==> config.mk <==
export PLATFORM = sky130hd
export DESIGN_NAME = spi_txn_arbiter
export DESIGN_NICKNAME = d
export VERILOG_FILES = /design/src/rtl/spi_arb_pkg.sv /design/src/rtl/spi_rr_pick.sv /design/src/rtl/spi_txn_arbiter.sv
export SDC_FILE = /design/constraint.sdc
export NUM_CORES = 1
export LEC_CHECK = 0
export BUFFER_PORTS_ARGS = -buffer_cell sky130_fd_sc_hd__buf_2
export CORE_UTILIZATION = 41
export DETAILED_ROUTE_END_ITERATION = 10
export GPL_ROUTABILITY_DRIVEN = 0
export HOLD_SLACK_MARGIN = 0.1
export PLACE_DENSITY = 0.68
export SETUP_SLACK_MARGIN = 0.02
export SYNTH_ARGS = -nofsm -noshare
export SYNTH_HDL_FRONTEND = slang
export SYNTH_SLANG_ARGS = --single-unit
export TNS_END_PERCENT = 50
==> constraint.sdc <==
create_clock -name clk -period 2.01 [get_ports clk]
set_input_delay 0.1005 -clock clk [delete_from_list [all_inputs] [get_ports clk]]
set_output_delay 0.1005 -clock clk [all_outputs]
set_load 0.02 [all_outputs]
==> src/rtl/spi_arb_pkg.sv <==
// Shared definitions for the spi transaction arbiter: FSM encoding,
// default sizing and a small width helper used by the top and the picker.
package spi_arb_pkg;

  localparam int NUM_REQ_DEF = 4;
  localparam int DATA_W_DEF  = 12;
  localparam int TIMEOUT_DEF = 64;

  typedef enum logic [1:0] {
    ST_IDLE    = 2'd0,
    ST_LAUNCH  = 2'd1,
    ST_WAIT    = 2'd2,
    ST_RELEASE = 2'd3
  } arb_state_t;

  // index width for n requesters, never below 1 bit
  function automatic int idx_w(input int n);
    return (n > 1) ? $clog2(n) : 1;
  endfunction

endpackage

==> src/rtl/spi_rr_pick.sv <==
// Round-robin picker: first set request at or after ptr, wrapping modulo
// NUM_REQ. Purely combinational.
module spi_rr_pick
  import spi_arb_pkg::*;
#(
  parameter  int NUM_REQ = NUM_REQ_DEF,
  localparam int IW      = idx_w(NUM_REQ)
) (
  input  logic [NUM_REQ-1:0] req,
  input  logic [IW-1:0]      ptr,
  output logic [IW-1:0]      winner,
  output logic               valid
);

  // scan from the farthest offset back to ptr so the closest hit wins last
  always_comb begin
    winner = '0;
    valid  = 1'b0;
    for (int i = NUM_REQ-1; i >= 0; i--) begin
      if (req[(int'(ptr) + i) % NUM_REQ]) begin
        winner = IW'((int'(ptr) + i) % NUM_REQ);
        valid  = 1'b1;
      end
    end
  end

endmodule

==> src/rtl/spi_txn_arbiter.sv <==
// Shares one spi master among NUM_REQ requesters. A request is granted in
// IDLE, its word is latched and launched, and the arbiter waits for the
// master's done (or a timeout) before acking and releasing the bus.
module spi_txn_arbiter
  import spi_arb_pkg::*;
#(
  parameter  int NUM_REQ = NUM_REQ_DEF,
  parameter  int DATA_W  = DATA_W_DEF,
  parameter  int TIMEOUT = TIMEOUT_DEF,
  localparam int IW      = idx_w(NUM_REQ),
  localparam int CW      = $clog2(TIMEOUT + 1)
) (
  input  logic                      clk,
  input  logic                      rst_n,
  input  logic [NUM_REQ-1:0]        req,
  input  logic [NUM_REQ*DATA_W-1:0] req_data,
  output logic [NUM_REQ-1:0]        ack,
  output logic [NUM_REQ-1:0]        err,
  output logic                      busy,
  output logic [IW-1:0]             grant_id,
  output logic                      spi_start,
  output logic [DATA_W-1:0]         spi_din,
  input  logic                      spi_done,
  input  logic                      spi_cs
);

  arb_state_t    state;
  logic [IW-1:0] ptr;
  logic [IW-1:0] ptr_nxt;
  logic [IW-1:0] pick_id;
  logic          pick_vld;
  logic [CW-1:0] cnt;

  spi_rr_pick #(.NUM_REQ(NUM_REQ)) u_pick (
    .req    (req),
    .ptr    (ptr),
    .winner (pick_id),
    .valid  (pick_vld)
  );

  // pointer moves just past whoever completed, wrapping to 0
  assign ptr_nxt = (grant_id == IW'(NUM_REQ-1)) ? '0 : grant_id + IW'(1);

  // arbitration FSM; every output is a register written here
  always_ff @(posedge clk or negedge rst_n) begin
    if (!rst_n) begin
      state     <= ST_IDLE;
      spi_start <= 1'b0;
      spi_din   <= '0;
      ack       <= '0;
      err       <= '0;
      busy      <= 1'b0;
      grant_id  <= '0;
      ptr       <= '0;
      cnt       <= '0;
    end else begin
      // ack/err are single-cycle pulses
      ack <= '0;
      err <= '0;
      case (state)
        ST_IDLE: begin
          if (pick_vld) begin
            grant_id  <= pick_id;
            spi_din   <= req_data[pick_id*DATA_W +: DATA_W];
            spi_start <= 1'b1;
            busy      <= 1'b1;
            state     <= ST_LAUNCH;
          end
        end
        ST_LAUNCH: begin
          cnt   <= '0;
          state <= ST_WAIT;
        end
        ST_WAIT: begin
          // done has priority over a coincident timeout
          if (spi_done || cnt == CW'(TIMEOUT-1)) begin
            ack[grant_id] <= 1'b1;
            err[grant_id] <= !spi_done;
            spi_start     <= 1'b0;
            ptr           <= ptr_nxt;
            state         <= ST_RELEASE;
          end else begin
            cnt <= cnt + CW'(1);
          end
        end
        ST_RELEASE: begin
          // hold off until the master is idle so a level done acks once
          if (!spi_done && spi_cs) begin
            busy  <= 1'b0;
            state <= ST_IDLE;
          end
        end
        default: state <= ST_IDLE;
      endcase
    end
  end

endmodule

==> reports/results.txt <==
The share of synthesized registers carrying an async set or reset was 100%; the row count was 26. The sum of net half-perimeters after detailed placement is 3440 um, and the delay of the slowest critical-path stage is 0.41 ns. The number of antenna violations at the first check in global routing was 0.

The kind of cell with the highest combined delay along the critical path is compound AO/OA/AOI/OAI gates. Setup violations remaining at the end of the flow were counted as 0. The post-layout net count is 340.

Entering global routing, the biggest net connects 36 pins. For this design, the sink count on the clock tree is 35. The area growth from synthesis to layout is 23.7%. The clock network is responsible for 15.1% of the overall power. Summing the sequential cell areas from Yosys gives 40.6% of the chip area. The type of element launching the critical path was a flip-flop. For this design the static power due to leakage is 1.27 nW. After layout, the worst path uses 89.8% of the clock period. The library cell contributing the largest single delay on the critical path is sky130_fd_sc_hd__dfrtp_1.

The capture endpoint of the worst hold path is spi_din[0]. In this run, flip-flops and latches consume 33.6% of the power. The number of buffers on the longest clock path was 2. The number of antenna diodes in the final layout is 0. The post-detailed-route wirelength per cell is 13.3 um.

The run gives 0.00235 ns as the worst-case clock skew. The tools report the synthesized instance count as 194. For this run, design rule violations remaining after detail routing come to 0. The path class of the tightest hold or removal check is primary input to flip-flop. In this run the most critical hold path is launched from req_data[36].

Total buffers and inverters traversed by the critical path: 2. Leaving out fill and tap cells, the most frequent cells in the layout are 79 x sky130_fd_sc_hd__buf_2, 35 x sky130_fd_sc_hd__dfrtp_1, 19 x sky130_fd_sc_hd__a211oi_2. Among all flip-flop cells after synthesis, the most frequent one is sky130_fd_sc_hd__dfrtp_1.

TritonCTS built the clock tree. The analysis attributes to net switching a power of 0.00146 W. The data arrival time of the worst path is 1.97 ns, and the net count after synthesis is 259. Leaving out fill and tap cells, the most frequent cell in the layout is sky130_fd_sc_hd__buf_2. The final sum of negative setup slack was 0 ns; the number of top-level pins was 80. Measured along the y axis, the die boundary spans 74.6 um.

The areal power density over the cells works out to 1270 mW/mm2. Synthesis instantiated 46 different standard cells from the library. The run gives 0 as the remaining antenna violation count. Element type at the critical path end: a flip-flop. The tree is rooted in a sky130_fd_sc_hd__clkbuf_8. The run gives 7350 um as the wire length of the first global-routing pass. Number of max-capacitance violations reported: 0. The worst register-to-register path ends at spi_din[0]. Final hold violation count: 0. Net switching is 43.3% of the power. At the worst endpoint, the required time is 2.17 ns. Global routing consumed, over all layers together, 17.5% of the routing resources.

In this run, CTS created clock tree buffers numbering 5. Number of cell instances on the worst register-to-register path: 7. The internal portion of the total power is 0.00191 W.

The maximum achievable frequency was 554 MHz; the x dimension of the die was 74.6 um. Summed over all layers, the global routing overflow is 0. The tools report the number of DRC violations after detailed-routing iteration 0 as 59. In this run the critical register-to-register path is launched from state[0].

The die covers 0.00556 mm2. In this run the worst path has a maximum fanout of 13. The synthesized area per cell is 11.1 um2. The run finished with clean final reports. The reg2reg setup slack was 0.20 ns. The starting density of the core came out at 42.5%. Counting flops and latches in the post-synthesis netlist gives 35. The run gives 51.3% as the power share of the combinational group. Post-CTS repair changed the size of 0 cells. Traced cell by cell, the critical path runs through inv_1, ha_1, inv_1, nor2_4, o221ai_2, a211oi_1, a211oi_2.

In this run the tool buffered the top-level ports with 79 buffer cells. The final critical delay including setup and external delays was 1.81 ns. Across all layers, the routed design uses 1725 vias. Counting instances, the worst hold path has a depth of 3. The worst setup path is of the flip-flop to flip-flop kind. The mean number of vias per cell was 5.00; the number of synthesized flops with an enable pin was 0.

Count of final max-slew check failures: 0. The detailed-router iteration count before antenna repair was 4; the number of H-tree levels was 2. Final hold analysis gives a worst-case slack of 0.134 ns. Cells with a size suffix above 1 make up 44.4% of the layout. For the pin with the worst max-slew slack, the measured transition is 0.862 ns. The via count of the first global-routing pass was 1576; the number of filler instances in the final layout was 481.

The largest voltage drop on the vdd net was 0.000626 V; the clock transition at the registers of the reported paths was 0.07 ns. The cell that appears most often on the critical path is sky130_fd_sc_hd__inv_1. The tools report the headroom to the max-slew limit as 42.5%.

The clock latency reported for the late side of the worst-skew pair was 0.28 ns. Setup repair after global routing left no endpoint under its margin. The sequential cells in the finished layout cover a total of 876 um2. The cell area that synthesis handed to floorplanning was 0.00216 mm2. The core area was 0.00507 mm2; the aggregate routed wire length was 4580 um. During synthesis, Yosys emitted a total of 0 warnings. The area of combinational cells with multiple inputs was 0.00116 mm2.
## stage by stage
| stage | util [%] | instance area (um2) | worst slack [ns] | total power (W) | std cells |
|---|---|---|---|---|---|
| detailed placement | 50.7 | 2570 | 0.208 | 0.00290 | 337 |
| global placement | 50.7 | 2570 | 0.261 | 0.00285 | 337 |
| global route | 52.6 | 2670 | 0.0321 | 0.00365 | 345 |
| floorplan | - | 2160 | 0.380 | 0.00250 | 194 |
| finish | 52.6 | 2670 | 0.205 | 0.00338 | 345 |
| CTS | 52.6 | 2670 | 0.204 | 0.00341 | 345 |
## how the worst max path moves through the flow
stage                  start    endpoint  slack, ns  cells past startpoint
floorplan             cnt[0]    state[1]       0.38                      6
global placement      cnt[0]    state[1]       0.26                      6
detailed placement  state[0]  spi_din[0]       0.21                      7
CTS                   cnt[0]    state[1]       0.20                      6
global route        state[0]      cnt[4]       0.03                      7
finish              state[0]  spi_din[0]       0.20                      7
## worst min-delay path, delay by kind of cell
kind            cells  cell delay (ns)
compound gates      2             0.19
buf+inv             1             0.07
## per-layer routing
layer | global-route usage [%] | share of wire (%)
met5 | 0 | 0
met4 | 5.66 | 1.4
met3 | 5.28 | 4.6
met2 | 27.3 | 47
met1 | 23.2 | 46
## flip-flops by register name, indices dropped and copies added (netlist names)
name       flops
spi_din       12
cnt            7
ack            4
err            4
grant_id       2
ptr            2
state          2
busy           1
spi_start      1
## layout make-up
cell class / instances / area share (%)
Clock inverter: 1 / 0.188
Multi-Input combinational cell: 142 / 43.6
Clock buffer: 6 / 3.09
Tap cell: 70 / 3.28
Sequential cell: 35 / 32.8
Timing Repair Buffer: 82 / 15.8
Inverter: 9 / 1.27
## cell usage after synthesis, types with 4 or more instances
master                     number  share of area [%]
sky130_fd_sc_hd__dfrtp_1       35                 41
sky130_fd_sc_hd__a211oi_2      19                 11
sky130_fd_sc_hd__nor2_1        18                3.1
sky130_fd_sc_hd__mux2i_1       13                6.0
sky130_fd_sc_hd__a21boi_0      11                3.8
sky130_fd_sc_hd__ha_1           9                5.2
sky130_fd_sc_hd__and2_1         8                2.3
sky130_fd_sc_hd__inv_1          8                1.4
sky130_fd_sc_hd__nand2_1        6                1.0
sky130_fd_sc_hd__o21ai_0        6                1.4
sky130_fd_sc_hd__a211oi_1       5                1.7
sky130_fd_sc_hd__xnor2_1        5                2.0
sky130_fd_sc_hd__nor3_1         4               0.93
## what timing repair did
item                                   CTS  global route
endpoints found under the hold margin   35             0
setup buffers                            0             0
hold buffers                             1             0
## kinds of logic after synthesis
logic type / after synthesis / synth area share (%)
XOR/XNOR: 5 / 2.03
AND/OR/NAND/NOR: 55 / 14.7
multiplexers: 16 / 7.71
buffers and inverters: 17 / 5.51
flip-flops: 35 / 40.6
AO/OA/AOI/OAI: 57 / 24.2
adder cells (fa/ha/maj): 9 / 5.22
## power by group through the flow
stage	clock network, W	registers [W]	logic [W]
6_report	0.000511	0.00114	0.00173
5_1_grt	0.000553	0.00117	0.00193
4_1_cts	0.000524	0.00114	0.00175
3_5_place_dp	0	0.00115	0.00175
3_3_place_gp	0	0.00114	0.00171
2_1_floorplan	0	0.00131	0.00119
Note: power is estimated with default switching activity, not from simulation.
